**config.mk**
```make
export PLATFORM = sky130hd
export DESIGN_NAME = transfer_egress_arbiter_flat
export DESIGN_NICKNAME = d
export VERILOG_FILES = /design/src/rtl/transfer_egress_arbiter_if.sv /design/src/rtl/transfer_egress_arbiter.sv /design/src/flat_wrapper.sv
export SDC_FILE = /design/constraint.sdc
export NUM_CORES = 1
export LEC_CHECK = 0
export CAP_MARGIN = 20
export CELL_PAD_IN_SITES_DETAIL_PLACEMENT = 2
export CELL_PAD_IN_SITES_GLOBAL_PLACEMENT = 2
export CORE_MARGIN = 2
export CORE_UTILIZATION = 29
export CTS_BUF_LIST = sky130_fd_sc_hd__clkbuf_8
export DETAILED_ROUTE_END_ITERATION = 10
export GPL_TIMING_DRIVEN = 0
export PLACE_DENSITY = 0.93
export SETUP_SLACK_MARGIN = 0.05
export SYNTH_ARGS = -nofsm -noshare
export SYNTH_HDL_FRONTEND = slang
export SYNTH_SLANG_ARGS = --single-unit
```
**constraint.sdc**
```tcl
create_clock -name clk -period 6.8 [get_ports clk]
set_clock_uncertainty 0.2 [all_clocks]
set_input_delay 0.68 -clock clk [delete_from_list [all_inputs] [get_ports clk]]
set_output_delay 0.68 -clock clk [all_outputs]
set_load 0.02 [all_outputs]
```
**src/rtl/transfer_egress_arbiter_if.sv**
```systemverilog
`default_nettype none
// ============================================================================
// Module   : transfer_egress_arbiter_if
// Purpose  : Bundles the port-FIFO side, the merged output stream and the
//            counter-read handshake of the egress arbiter.
// Ports    : slave  - arbiter view (FIFO flags/data, stall, init, req/idx in;
//                     pops, merged stream, counter read out)
//            master - environment view (mirror of slave)
// Revision : 1.0 - initial release
// ============================================================================
interface transfer_egress_arbiter_if #(
    parameter int DATA_WIDTH = 12,
    parameter int CNT_WIDTH  = 5
);
    logic                  init;
    logic                  emptyP0, emptyP1, emptyP2, emptyP3;
    logic                  almostFullP0, almostFullP1, almostFullP2, almostFullP3;
    logic [DATA_WIDTH-1:0] dataOutputP0, dataOutputP1, dataOutputP2, dataOutputP3;
    logic                  stall;
    logic                  req;
    logic [2:0]            idx;
    logic                  popOutP0, popOutP1, popOutP2, popOutP3;
    logic [DATA_WIDTH-1:0] dataOut;
    logic                  validOut;
    logic [CNT_WIDTH-1:0]  counterOut;
    logic                  counterValid;

    modport slave (
        input  init,
        input  emptyP0, emptyP1, emptyP2, emptyP3,
        input  almostFullP0, almostFullP1, almostFullP2, almostFullP3,
        input  dataOutputP0, dataOutputP1, dataOutputP2, dataOutputP3,
        input  stall, req, idx,
        output popOutP0, popOutP1, popOutP2, popOutP3,
        output dataOut, validOut, counterOut, counterValid
    );

    modport master (
        output init,
        output emptyP0, emptyP1, emptyP2, emptyP3,
        output almostFullP0, almostFullP1, almostFullP2, almostFullP3,
        output dataOutputP0, dataOutputP1, dataOutputP2, dataOutputP3,
        output stall, req, idx,
        input  popOutP0, popOutP1, popOutP2, popOutP3,
        input  dataOut, validOut, counterOut, counterValid
    );
endinterface
`default_nettype wire

```
**src/rtl/transfer_egress_arbiter.sv**
```systemverilog
`default_nettype none
// ============================================================================
// Module   : transfer_egress_arbiter
// Purpose  : Merges four port FIFOs (P0..P3) into one stream using
//            round-robin arbitration, with per-port forwarded-word counters
//            readable through a req/idx interface (1-cycle latency).
// Ports    : clk   - rising-edge clock
//            reset - asynchronous active-high reset
//            bus   - transfer_egress_arbiter_if.slave (FIFO flags/data,
//                    stall, init, req/idx in; pops, dataOut/validOut,
//                    counterOut/counterValid out)
// Options  : TRANSFER_EGRESS_PRIORITY_EN - when defined, non-empty ports
//            flagging almost-full restrict the round-robin search to
//            themselves; otherwise almostFull inputs are ignored.
// Revision : 1.0 - initial release
// ============================================================================
module transfer_egress_arbiter #(
    parameter int DATA_WIDTH = 12,
    parameter int CNT_WIDTH  = 5
) (
    input  wire logic             clk,
    input  wire logic             reset,
    transfer_egress_arbiter_if.slave bus
);

    typedef enum logic [1:0] {
        ST_IDLE   = 2'd0,
        ST_INIT   = 2'd1,
        ST_ACTIVE = 2'd2
    } state_t;

    state_t                state_q;
    logic [1:0]            rr_ptr_q;
    logic [CNT_WIDTH-1:0]  cnt_q [4];
    logic [DATA_WIDTH-1:0] data_out_q;
    logic                  valid_out_q;
    logic [CNT_WIDTH-1:0]  cnt_out_q;
    logic                  cnt_valid_q;

    logic [3:0]            w_elig;
    logic [3:0]            w_cand;
    logic [3:0]            w_grant_vec;
    logic [1:0]            w_grant_idx;
    logic                  w_grant_any;
    logic [DATA_WIDTH-1:0] w_sel_data;

    assign w_elig = ~{bus.emptyP3, bus.emptyP2, bus.emptyP1, bus.emptyP0};

`ifdef TRANSFER_EGRESS_PRIORITY_EN
    logic [3:0] w_prio;
    assign w_prio = w_elig & {bus.almostFullP3, bus.almostFullP2,
                              bus.almostFullP1, bus.almostFullP0};
    // Almost-full ports, when any, are the only candidates for this grant.
    assign w_cand = (|w_prio) ? w_prio : w_elig;
`else
    assign w_cand = w_elig;
`endif

    // Round-robin search starting one past the last granted port. The pop
    // depends only on flags, stall, init, state and pointer - never on data.
    always_comb begin
        logic [1:0] v_probe;
        v_probe     = 2'd0;
        w_grant_vec = 4'b0000;
        w_grant_idx = rr_ptr_q;
        w_grant_any = 1'b0;
        if ((state_q == ST_ACTIVE) && !bus.stall && !bus.init) begin
            for (int k = 1; k <= 4; k++) begin
                v_probe = rr_ptr_q + 2'(k);
                if (!w_grant_any && w_cand[v_probe]) begin
                    w_grant_any = 1'b1;
                    w_grant_idx = v_probe;
                end
            end
            if (w_grant_any) begin
                w_grant_vec[w_grant_idx] = 1'b1;
            end
        end
    end

    always_comb begin
        case (w_grant_idx)
            2'd0:    w_sel_data = bus.dataOutputP0;
            2'd1:    w_sel_data = bus.dataOutputP1;
            2'd2:    w_sel_data = bus.dataOutputP2;
            default: w_sel_data = bus.dataOutputP3;
        endcase
    end

    always_ff @(posedge clk or posedge reset) begin
        if (reset) begin
            state_q     <= ST_IDLE;
            rr_ptr_q    <= 2'd3;
            data_out_q  <= '0;
            valid_out_q <= 1'b0;
            cnt_out_q   <= '0;
            cnt_valid_q <= 1'b0;
            for (int i = 0; i < 4; i++) begin
                cnt_q[i] <= '0;
            end
        end else begin
            valid_out_q <= w_grant_any;
            if (w_grant_any) begin
                data_out_q         <= w_sel_data;
                rr_ptr_q           <= w_grant_idx;
                cnt_q[w_grant_idx] <= cnt_q[w_grant_idx] + CNT_WIDTH'(1);
            end

            // Read samples the pre-increment value when a pop hits the same port.
            if (bus.req) begin
                cnt_valid_q <= 1'b1;
                cnt_out_q   <= bus.idx[2] ? '0 : cnt_q[bus.idx[1:0]];
            end else begin
                cnt_valid_q <= 1'b0;
            end

            case (state_q)
                ST_IDLE: begin
                    if (bus.init) state_q <= ST_INIT;
                end
                ST_INIT: begin
                    // Pointer at 3 makes P0 the first port searched.
                    rr_ptr_q <= 2'd3;
                    for (int i = 0; i < 4; i++) begin
                        cnt_q[i] <= '0;
                    end
                    state_q <= ST_ACTIVE;
                end
                ST_ACTIVE: begin
                    if (bus.init) state_q <= ST_INIT;
                end
                default: state_q <= ST_IDLE;
            endcase
        end
    end

    assign bus.popOutP0     = w_grant_vec[0];
    assign bus.popOutP1     = w_grant_vec[1];
    assign bus.popOutP2     = w_grant_vec[2];
    assign bus.popOutP3     = w_grant_vec[3];
    assign bus.dataOut      = data_out_q;
    assign bus.validOut     = valid_out_q;
    assign bus.counterOut   = cnt_out_q;
    assign bus.counterValid = cnt_valid_q;

endmodule
`default_nettype wire

```
**src/flat_wrapper.sv**
```systemverilog
// flat-port wrapper written by rule: the top's interface ports become plain ports
module transfer_egress_arbiter_flat 
#(
    parameter int DATA_WIDTH = 12,
    parameter int CNT_WIDTH  = 5
)
  (clk, reset, bus_init, bus_emptyP0, bus_emptyP1, bus_emptyP2, bus_emptyP3, bus_almostFullP0, bus_almostFullP1, bus_almostFullP2, bus_almostFullP3, bus_dataOutputP0, bus_dataOutputP1, bus_dataOutputP2, bus_dataOutputP3, bus_stall, bus_req, bus_idx, bus_popOutP0, bus_popOutP1, bus_popOutP2, bus_popOutP3, bus_dataOut, bus_validOut, bus_counterOut, bus_counterValid);
  transfer_egress_arbiter_if #(.DATA_WIDTH(DATA_WIDTH), .CNT_WIDTH(CNT_WIDTH)) bus_i ();
  input  wire logic clk;
  input  wire logic reset;
  input wire logic [$bits(bus_i.init)-1:0] bus_init;
  input wire logic [$bits(bus_i.emptyP0)-1:0] bus_emptyP0;
  input wire logic [$bits(bus_i.emptyP1)-1:0] bus_emptyP1;
  input wire logic [$bits(bus_i.emptyP2)-1:0] bus_emptyP2;
  input wire logic [$bits(bus_i.emptyP3)-1:0] bus_emptyP3;
  input wire logic [$bits(bus_i.almostFullP0)-1:0] bus_almostFullP0;
  input wire logic [$bits(bus_i.almostFullP1)-1:0] bus_almostFullP1;
  input wire logic [$bits(bus_i.almostFullP2)-1:0] bus_almostFullP2;
  input wire logic [$bits(bus_i.almostFullP3)-1:0] bus_almostFullP3;
  input wire logic [$bits(bus_i.dataOutputP0)-1:0] bus_dataOutputP0;
  input wire logic [$bits(bus_i.dataOutputP1)-1:0] bus_dataOutputP1;
  input wire logic [$bits(bus_i.dataOutputP2)-1:0] bus_dataOutputP2;
  input wire logic [$bits(bus_i.dataOutputP3)-1:0] bus_dataOutputP3;
  input wire logic [$bits(bus_i.stall)-1:0] bus_stall;
  input wire logic [$bits(bus_i.req)-1:0] bus_req;
  input wire logic [$bits(bus_i.idx)-1:0] bus_idx;
  output wire logic [$bits(bus_i.popOutP0)-1:0] bus_popOutP0;
  output wire logic [$bits(bus_i.popOutP1)-1:0] bus_popOutP1;
  output wire logic [$bits(bus_i.popOutP2)-1:0] bus_popOutP2;
  output wire logic [$bits(bus_i.popOutP3)-1:0] bus_popOutP3;
  output wire logic [$bits(bus_i.dataOut)-1:0] bus_dataOut;
  output wire logic [$bits(bus_i.validOut)-1:0] bus_validOut;
  output wire logic [$bits(bus_i.counterOut)-1:0] bus_counterOut;
  output wire logic [$bits(bus_i.counterValid)-1:0] bus_counterValid;
  assign bus_i.init = bus_init;
  assign bus_i.emptyP0 = bus_emptyP0;
  assign bus_i.emptyP1 = bus_emptyP1;
  assign bus_i.emptyP2 = bus_emptyP2;
  assign bus_i.emptyP3 = bus_emptyP3;
  assign bus_i.almostFullP0 = bus_almostFullP0;
  assign bus_i.almostFullP1 = bus_almostFullP1;
  assign bus_i.almostFullP2 = bus_almostFullP2;
  assign bus_i.almostFullP3 = bus_almostFullP3;
  assign bus_i.dataOutputP0 = bus_dataOutputP0;
  assign bus_i.dataOutputP1 = bus_dataOutputP1;
  assign bus_i.dataOutputP2 = bus_dataOutputP2;
  assign bus_i.dataOutputP3 = bus_dataOutputP3;
  assign bus_i.stall = bus_stall;
  assign bus_i.req = bus_req;
  assign bus_i.idx = bus_idx;
  assign bus_popOutP0 = bus_i.popOutP0;
  assign bus_popOutP1 = bus_i.popOutP1;
  assign bus_popOutP2 = bus_i.popOutP2;
  assign bus_popOutP3 = bus_i.popOutP3;
  assign bus_dataOut = bus_i.dataOut;
  assign bus_validOut = bus_i.validOut;
  assign bus_counterOut = bus_i.counterOut;
  assign bus_counterValid = bus_i.counterValid;
  transfer_egress_arbiter #(.DATA_WIDTH(DATA_WIDTH), .CNT_WIDTH(CNT_WIDTH)) u_core (.clk(clk), .reset(reset), .bus(bus_i));
endmodule
```
==> results.md, run 1 <==
- The flow ran to the end, and the final reports show no timing, DRC or antenna violations.
- The routed layout has 2893 vias.
- The final number of hold-violating endpoints was 0.
- Counting flops with an async set or reset pin after synthesis yields a share of 1.00.
- Counting I/O delays and the setup requirement, the final critical path takes roughly 4.7 ns.
- The deepest clock path buffer count is 2.
- The library cell used most frequently in the layout, excluding fill and tap cells, is sky130_fd_sc_hd__clkdlybuf4s50_1.
- The placed wire-length estimate is between 8000 and 9000 um.
- The power per standard cell area is between 200 and 250 nW/um^2.
- The setup TNS is 0 ns.
- The number of placement rows is 35.
- Hold repair after CTS inserted 0 buffers.
- Clock-pin slew was measured on the worst setup and hold paths at ~0.090 ns.
- Across the run, the number of max-cap violations was 0.
- Buffers inserted during clock tree synthesis total 5.
- The delay of the slowest cell on the worst path is between 0.6 and 0.7 ns.
- Yosys mapped a number of flops with a built-in enable equal to 0.
- The DRC violations left is 0.
- Counting both buffers and inverters, the worst setup path holds a total of 4.
- A synthesized cell averages 8.60 um^2.
- The total routing usage reported by global routing is 0.236.
- The signal on the critical path passes through clkdlybuf4s50_1 -> nor4b_2 -> buf_4 -> a21o_1 -> nand2_1 -> nor2_1 -> nand2_1 -> inv_1 -> clkdlybuf4s50_1.
- The net count after synthesis is 376.
- The largest net degree at the start of global routing is 26.
- The count of boundary I/O pins is just under 90.
- The library cell contributing the largest single delay on the critical path is sky130_fd_sc_hd__clkdlybuf4s50_1.
- Summed over all instances, the cell type with the most area after synthesis is sky130_fd_sc_hd__dfrtp_1.
- Summing all placed instances gives a cell area of between 3000 and 4000 um^2.
- In this run, post-CTS repair resized a total of 0 instances.
- The number of nets at the end of the flow is 464.
- For this block, the initial DRC count from the detailed router was between 80 and 90.
- The sort of element at the start of the critical path is a primary input.
- The average wire length per cell after detail routing is roughly 23 um.
- The family of cells with the greatest summed delay on the critical path is buffers and inverters.
- By area the synthesized netlist is led by sky130_fd_sc_hd__dfrtp_1 38%, sky130_fd_sc_hd__nand2_1 7.0%, sky130_fd_sc_hd__nand3_1 6.0%.
- In this run the tightest slew margin relative to its limit is 0.527.
- The sequential element share of the synthesized area is 0.403.
- The fraction of layout instances using a drive strength above 1 is 0.0850.
- In this run the post-CTS setup repair buffer count came out at 0.
- The post-route worst setup slack is roughly 2.1 ns.
- The data arrival time at the worst-slack endpoint is approximately 3.8 ns.
- In the layout the commonest cells are 80 x sky130_fd_sc_hd__clkdlybuf4s50_1, 50 x sky130_fd_sc_hd__nand2_1, 41 x sky130_fd_sc_hd__dfrtp_1, 32 x sky130_fd_sc_hd__nand3_1, 28 x sky130_fd_sc_hd__o21ai_0.
- Counting distinct cell types in the post-synthesis netlist gives 45.
- Once layout is done, the placed cells without fillers occupy between 3000 and 4000 um^2.
- The latest clock arrival within the worst-skew pair is between 0.3 and 0.4 ns.
- The total area inside the core boundary comes to approximately 9000 um^2.
- The area growth from synthesis to layout is 39.1%.
- The post-route antenna net violation count is 0.
- In the finished design, the share of the clock period the worst path needs comes to 0.687.
- The highest net fanout along the worst path is 10.
- The static leakage power is around 1.5 nW.
- After technology mapping, the gate count stands at ~310.
- Setup violations remaining at the end of the flow were counted as 0.
- The synthesized netlist occupies a cell area of 2680 um^2.
- The number of antenna violations at the first check in global routing was 0.
- The number of global-route vias before repair is around 3200.
- The startpoint-to-endpoint class of the critical path is in -> out.
- At the pin with the least slew margin, the transition time is about 0.71 ns.
- The clock drives 43 sinks.
- 0 antenna diodes ended up in the layout.
- The required time of the critical path is ~6 ns.
- The most used flip-flop cell after synthesis is sky130_fd_sc_hd__dfrtp_1.
- The deepest level of the CTS H-tree is 2.
- Buffers placed on the I/O ports in this run total 80.
- The placer congestion estimate is 0.828.
- The final-report max-slew violation count is 0.
- Setup repair after global routing left no endpoint under its margin.
- The flop and latch count out of synthesis is 43.
- For this block, the routed nets add up to about 12000 um of wire.
- The remaining global-route overflow is 0.
- The die outline area is between 10000 and 15000 um^2.
- VDD sags by at most 0.0942 mV.
- The maximum clock rate is around 210 MHz.
- The share of synthesized area in the top cell type comes to 0.384.
- During synthesis, Yosys emitted a total of 0 warnings.
- The first global-routing pass estimated 18400 um of wire.
- The tree is rooted in a sky130_fd_sc_hd__clkbuf_8.
- Before CTS, the worst setup slack after placement is between 2 and 2.5 ns.
- The critical path capture point type is an output port.
- The effective utilization at floorplan is 0.294.
- The detailed-router iteration count before antenna repair is 4.
- The CTS tree is yes.
- Measured along the x axis, the die boundary spans 100 um.
- Using the TritonRoute via totals, the vias-per-cell ratio works out to 5.66.
- The die is 100 um tall.
- The type of the worst min-delay path is reg -> reg.
==> path summary, 6_finish.rpt <==
check,start,to,slack (ns),depth (start not counted)
max in group asynchronous,reset,u_core.cnt_q[19]$_DFFE_PP0P_,5.39,3
min reg2reg,u_core.bus.dataOut[8]$_DFFE_PP0P_,u_core.bus.dataOut[8]$_DFFE_PP0P_,0.30,2
min in group asynchronous,reset,u_core.bus.dataOut[11]$_DFFE_PP0P_,0.50,2
max reg2reg,u_core.rr_ptr_q[0]$_DFFE_PP1P_,u_core.cnt_q[4]$_DFFE_PP0P_,2.84,13
max,bus_stall,bus_popOutP1,2.13,9
min,u_core.bus.dataOut[8]$_DFFE_PP0P_,u_core.bus.dataOut[8]$_DFFE_PP0P_,0.30,2
==> tightest hold or removal path: stages (launching register included) <==
cell                      delay (ns)
sky130_fd_sc_hd__dfrtp_1        0.35
sky130_fd_sc_hd__nand2_1        0.05
sky130_fd_sc_hd__o21ai_0        0.06
==> kinds of logic after synthesis <==
group                    share of synthesized area
AO/OA/AOI/OAI                                0.207
XOR/XNOR                                    0.0164
adder cells (fa/ha/maj)                    0.00468
buffers and inverters                       0.0613
flip-flops                                   0.403
multiplexers                                0.0814
AND/OR/NAND/NOR                              0.226
==> cell usage after synthesis (2+ instances only) <==
library cell / n
sky130_fd_sc_hd__a2bb2oi_1: 2
sky130_fd_sc_hd__clkbuf_1: 9
sky130_fd_sc_hd__a21oi_1: 10
sky130_fd_sc_hd__buf_2: 8
sky130_fd_sc_hd__dfrtp_1: 41
sky130_fd_sc_hd__mux2i_1: 6
sky130_fd_sc_hd__o21bai_1: 2
sky130_fd_sc_hd__a32oi_1: 2
sky130_fd_sc_hd__o21ai_0: 28
sky130_fd_sc_hd__nand2b_1: 4
sky130_fd_sc_hd__a211oi_1: 3
sky130_fd_sc_hd__dfstp_2: 2
sky130_fd_sc_hd__nand3_1: 32
sky130_fd_sc_hd__nor2_1: 19
sky130_fd_sc_hd__inv_1: 18
sky130_fd_sc_hd__o221ai_1: 13
sky130_fd_sc_hd__o211ai_1: 2
sky130_fd_sc_hd__a21o_1: 2
sky130_fd_sc_hd__o22ai_1: 6
sky130_fd_sc_hd__a31oi_1: 5
sky130_fd_sc_hd__and2_1: 3
sky130_fd_sc_hd__xnor2_1: 3
sky130_fd_sc_hd__nand2_1: 50
sky130_fd_sc_hd__o21ai_1: 7
sky130_fd_sc_hd__xor2_1: 2
sky130_fd_sc_hd__nor2b_1: 2
sky130_fd_sc_hd__nor3_1: 4
sky130_fd_sc_hd__o2111ai_1: 2
sky130_fd_sc_hd__mux4_2: 7
sky130_fd_sc_hd__nor4b_2: 2
==> registers in the layout (all words and copies together), names as in the netlist <==
register / flops
u_core.rr_ptr_q: 2
u_core.bus.counterValid: 1
u_core.bus.validOut: 1
u_core.cnt_q: 20
u_core.bus.dataOut: 12
u_core.bus.counterOut: 5
u_core.state_q: 2
==> per-layer routing <==
metal  vias up  GRT usage  share of wire
met5         -          0              0
met4         0     0.0674          0.026
met3        27     0.0460          0.056
met2       112      0.425           0.51
met1      1455      0.288           0.41
li1       1299          -              -
==> area by class of cell <==
class	instances	area [um^2]
flip-flops and latches	43	1080
well taps	111	139
clock buffers	5	68.8
repair buffers	81	821
inverters	19	71.3
plain buffers	19	92.6
multi-input cells	230	1430
clock inverters	3	16.3
fillers	1005	5390
==> where the power goes <==
group	internal [W]	switching [W]	leakage [nW]	total (W)
clock network	0.0000707	0.000102	0.0453	0.000173
registers	0.000288	0.0000229	0.571	0.000311
logic	0.000124	0.000148	0.910	0.000271
==> through the flow <==
step	hold WS, ns	total power [W]	instances	util
finish	0.297	0.000755	511	0.408
global route	0.317	0.000793	511	0.408
CTS	0.300	0.000761	511	0.408
detailed placement	0.280	0.000586	503	0.399
global placement	0.265	0.000565	502	0.397
floorplan	0.280	0.000443	311	-
Note: power is estimated with default switching activity, not from simulation.
==> inputs of run 2 (changes only) <==
--- a/config.mk
+++ b/config.mk
@@ -9,11 +9,11 @@
 export CELL_PAD_IN_SITES_DETAIL_PLACEMENT = 2
 export CELL_PAD_IN_SITES_GLOBAL_PLACEMENT = 2
 export CORE_MARGIN = 2
-export CORE_UTILIZATION = 29
+export CORE_UTILIZATION = 27
 export CTS_BUF_LIST = sky130_fd_sc_hd__clkbuf_8
 export DETAILED_ROUTE_END_ITERATION = 10
 export GPL_TIMING_DRIVEN = 0
-export PLACE_DENSITY = 0.93
+export PLACE_DENSITY = 0.88
 export SETUP_SLACK_MARGIN = 0.05
 export SYNTH_ARGS = -nofsm -noshare
 export SYNTH_HDL_FRONTEND = slang
==> constraint.sdc (replaced) <==
create_clock -name clk -period 4.3 [get_ports clk]
set_clock_uncertainty 0.2 [all_clocks]
set_input_delay 0.43 -clock clk [delete_from_list [all_inputs] [get_ports clk]]
set_output_delay 0.43 -clock clk [all_outputs]
set_load 0.02 [all_outputs]
==> run 2 against run 1 <==
- clock-buffer cell count unchanged
- cell area increased by 1.8%
- register-to-register slack worse by 2.4 ns
- final cell count up 4.3%
- core utilization shrank 1.7 points
- sequential share of layout area shrank 0.53 points
- worst setup slack got worse by 1.8 ns
- global-route usage decreased by 2.5 points
==> results.md, run 2 (same netlist as run 1, synthesis figures left out) <==
- The routed layout has about 2800 vias.
- The die width is 104 um.
- The cell that appears most often on the critical path is sky130_fd_sc_hd__inv_1.
- For the worst setup path, the data required time is 3.67 ns.
- The setup TNS is 0 ns.
- The DRC violations left is 0.
- The peak ir drop on the vdd network is 0.128 mV.
- Data arrives at the worst endpoint at around 3.4 ns.
- The longest clock path from root to sink contains 2 buffers.
- The number of CTS-inserted buffers is 5.
- Port buffering added 80 buffers.
- In this run the tightest slew margin relative to its limit is 0.491.
- Entering global routing, the biggest net connects 32 pins.
- u_core.cnt_q holds more flip-flops than any other register.
- The die outline area is around 11000 um^2.
- Clock tree synthesis selected as its root buffer the cell sky130_fd_sc_hd__clkbuf_8.
- Derived from the worst setup path, the maximum achievable clock frequency is between 200 and 250 MHz.
- At the pin with the least slew margin, the transition time is about 0.76 ns.
- The clock-pin slew of the registers on the worst-case setup and hold paths is around 0.10 ns.
- The total wire length after detailed routing is ~11000 um.
- The effective utilization at floorplan is 0.276.
- The post-route antenna net violation count is 0.
- Counting every sink on the clock net gives 43.
- The first TritonRoute pass finished after 4 iterations.
- The first global-routing pass estimated 17900 um of wire.
- After layout, the design draws a total of between 0.001 and 0.0015 W.
- The highest net fanout along the worst path is 10.
- The deepest level of the CTS H-tree is 2.
- The region available for standard cell placement spans a little under 10000 um^2.
- The number of hold buffers added after CTS was 0.
- The worst path meets setup with roughly 0.30 ns of slack.
- The critical path is of the reg -> out type.
- The growth of design area from synthesis to finish is 41.6%.
- In the layout the commonest cells are 80 x sky130_fd_sc_hd__clkdlybuf4s50_1, 48 x sky130_fd_sc_hd__nand2_1, 41 x sky130_fd_sc_hd__dfrtp_1, 32 x sky130_fd_sc_hd__nand3_1, 28 x sky130_fd_sc_hd__o21ai_0.
- Setup repair after global routing left no endpoint under its margin.
- The critical path capture point type is an output port.
- The die extent in y is 104 um.
- The placed wire-length estimate is around 8500 um.
- The register with the most flip-flops in the layout has 20 of them.
- The largest single stage delay on the critical path is roughly 0.60 ns.
- The number of antenna violations at the first check in global routing is 0.
- For this run, the share of the core covered by cells in the final layout is 0.391.
- The flow ran to the end, and the final reports show no timing, DRC or antenna violations.
- The remaining global-route overflow is 0.
- The worst setup path is launched from a register.
- The count of boundary I/O pins is 87.
- The CTS tree is yes.
- The most common library cell in the layout ignoring fill and taps is sky130_fd_sc_hd__clkdlybuf4s50_1.
- The critical path goes through buf_2 -> inv_1 -> a32oi_1 -> nand2_1 -> nor4_1 -> o21ai_2 -> inv_1 -> clkdlybuf4s50_1.
- The count of endpoints failing setup in the final report is 0.
- The final number of hold-violating endpoints was 0.
- For the finished layout, the period the worst path requires is 4.00 ns.
- In this run the power density over the cells is 330 nW/um^2.
- The total routing usage reported by global routing is 0.212.
- The detailed router's first-iteration violation count is approximately 120.
- The final-report max-slew violation count came to 0.
- The worst slack on hold paths is approximately 0.18 ns.
- Row generation in the floorplan step produced 36 rows.
- The max capacitance violation total is 0.
- The post-cts gate resize count is 0.
- On the critical path, the stage with the largest delay is an instance of sky130_fd_sc_hd__clkdlybuf4s50_1.
- Of the available clock period, the critical path in the final layout requires 0.931.
- The number of post-CTS setup repair buffers is 0.
- In the final layout, the share of cells above drive strength 1 is 0.0975.
- The number of global-route vias before repair is about 3100.
- The final antenna diode count is 0.
- The congestion estimate from routability-driven global placement came to ~0.84.
- After detailed routing, the average wire length per cell comes to about 21 um.
- The number of nets at the end of the flow is roughly 460.
- At the placement stage, the worst setup path has a slack of around 0.11 ns.
- After detailed routing, the number of vias per cell comes to between 5 and 6.
- The type of the worst min-delay path is in -> async.
- The later pin in the worst-skew pair is clocked with a latency of roughly 0.31 ns.
- The static leakage power is 1.54 nW.
[run 2: final timing paths]
check	startpoint	to	slack [ns]	cells after the start
max in group asynchronous	reset	u_core.rr_ptr_q[1]$_DFFE_PP1P_	3.16	3
setup reg to reg	u_core.rr_ptr_q[0]$_DFFE_PP1P_	u_core.cnt_q[19]$_DFFE_PP0P_	0.41	13
hold reg to reg	u_core.bus.dataOut[10]$_DFFE_PP0P_	u_core.bus.dataOut[10]$_DFFE_PP0P_	0.30	2
hold / removal	reset	u_core.bus.counterOut[2]$_DFFE_PP0P_	0.18	2
setup / recovery	u_core.rr_ptr_q[0]$_DFFE_PP1P_	bus_popOutP3	0.30	8
min in group clk	u_core.bus.dataOut[10]$_DFFE_PP0P_	u_core.bus.dataOut[10]$_DFFE_PP0P_	0.30	2
[run 2: area by class of cell]
type | instances | area, um^2
well taps | 133 | 166
clock buffers | 5 | 68.8
multi-input cells | 230 | 1450
repair buffers | 81 | 821
plain buffers | 19 | 92.6
flip-flops and latches | 43 | 1080
inverters | 19 | 71.3
fillers | 1087 | 5900
clock inverters | 3 | 43.8
[run 2: worst max-delay path: cells and delay by family (launching register included)]
family / cells / cell delay, ns
buffers and inverters: 4 / 1.09
and+or+nand+nor: 2 / 0.70
DFF: 1 / 0.56
AOI/OAI and AO/OA: 2 / 0.71
[run 2: metal layers]
metal | GRT usage | up-vias | wire [um]
met5 | 0 | - | 0
met4 | 0.0550 | 0 | 202
met3 | 0.0390 | 14 | 421
met2 | 0.367 | 81 | 5540
met1 | 0.272 | 1419 | 5030
li1 | - | 1301 | -
[run 2: power breakdown]
group | switching, W | total [W] | internal [W]
clock | 0.000158 | 0.000332 | 0.000173
sequential | 0.0000348 | 0.000490 | 0.000455
combinational | 0.000234 | 0.000430 | 0.000196
[run 2: metrics by stage]
stage / instance area (um^2) / std cells
after floorplan: 2680 / 311
after global placement: 3640 / 524
after detailed placement: 3660 / 525
after CTS: 3770 / 533
after global routing: 3790 / 533
final: 3790 / 533
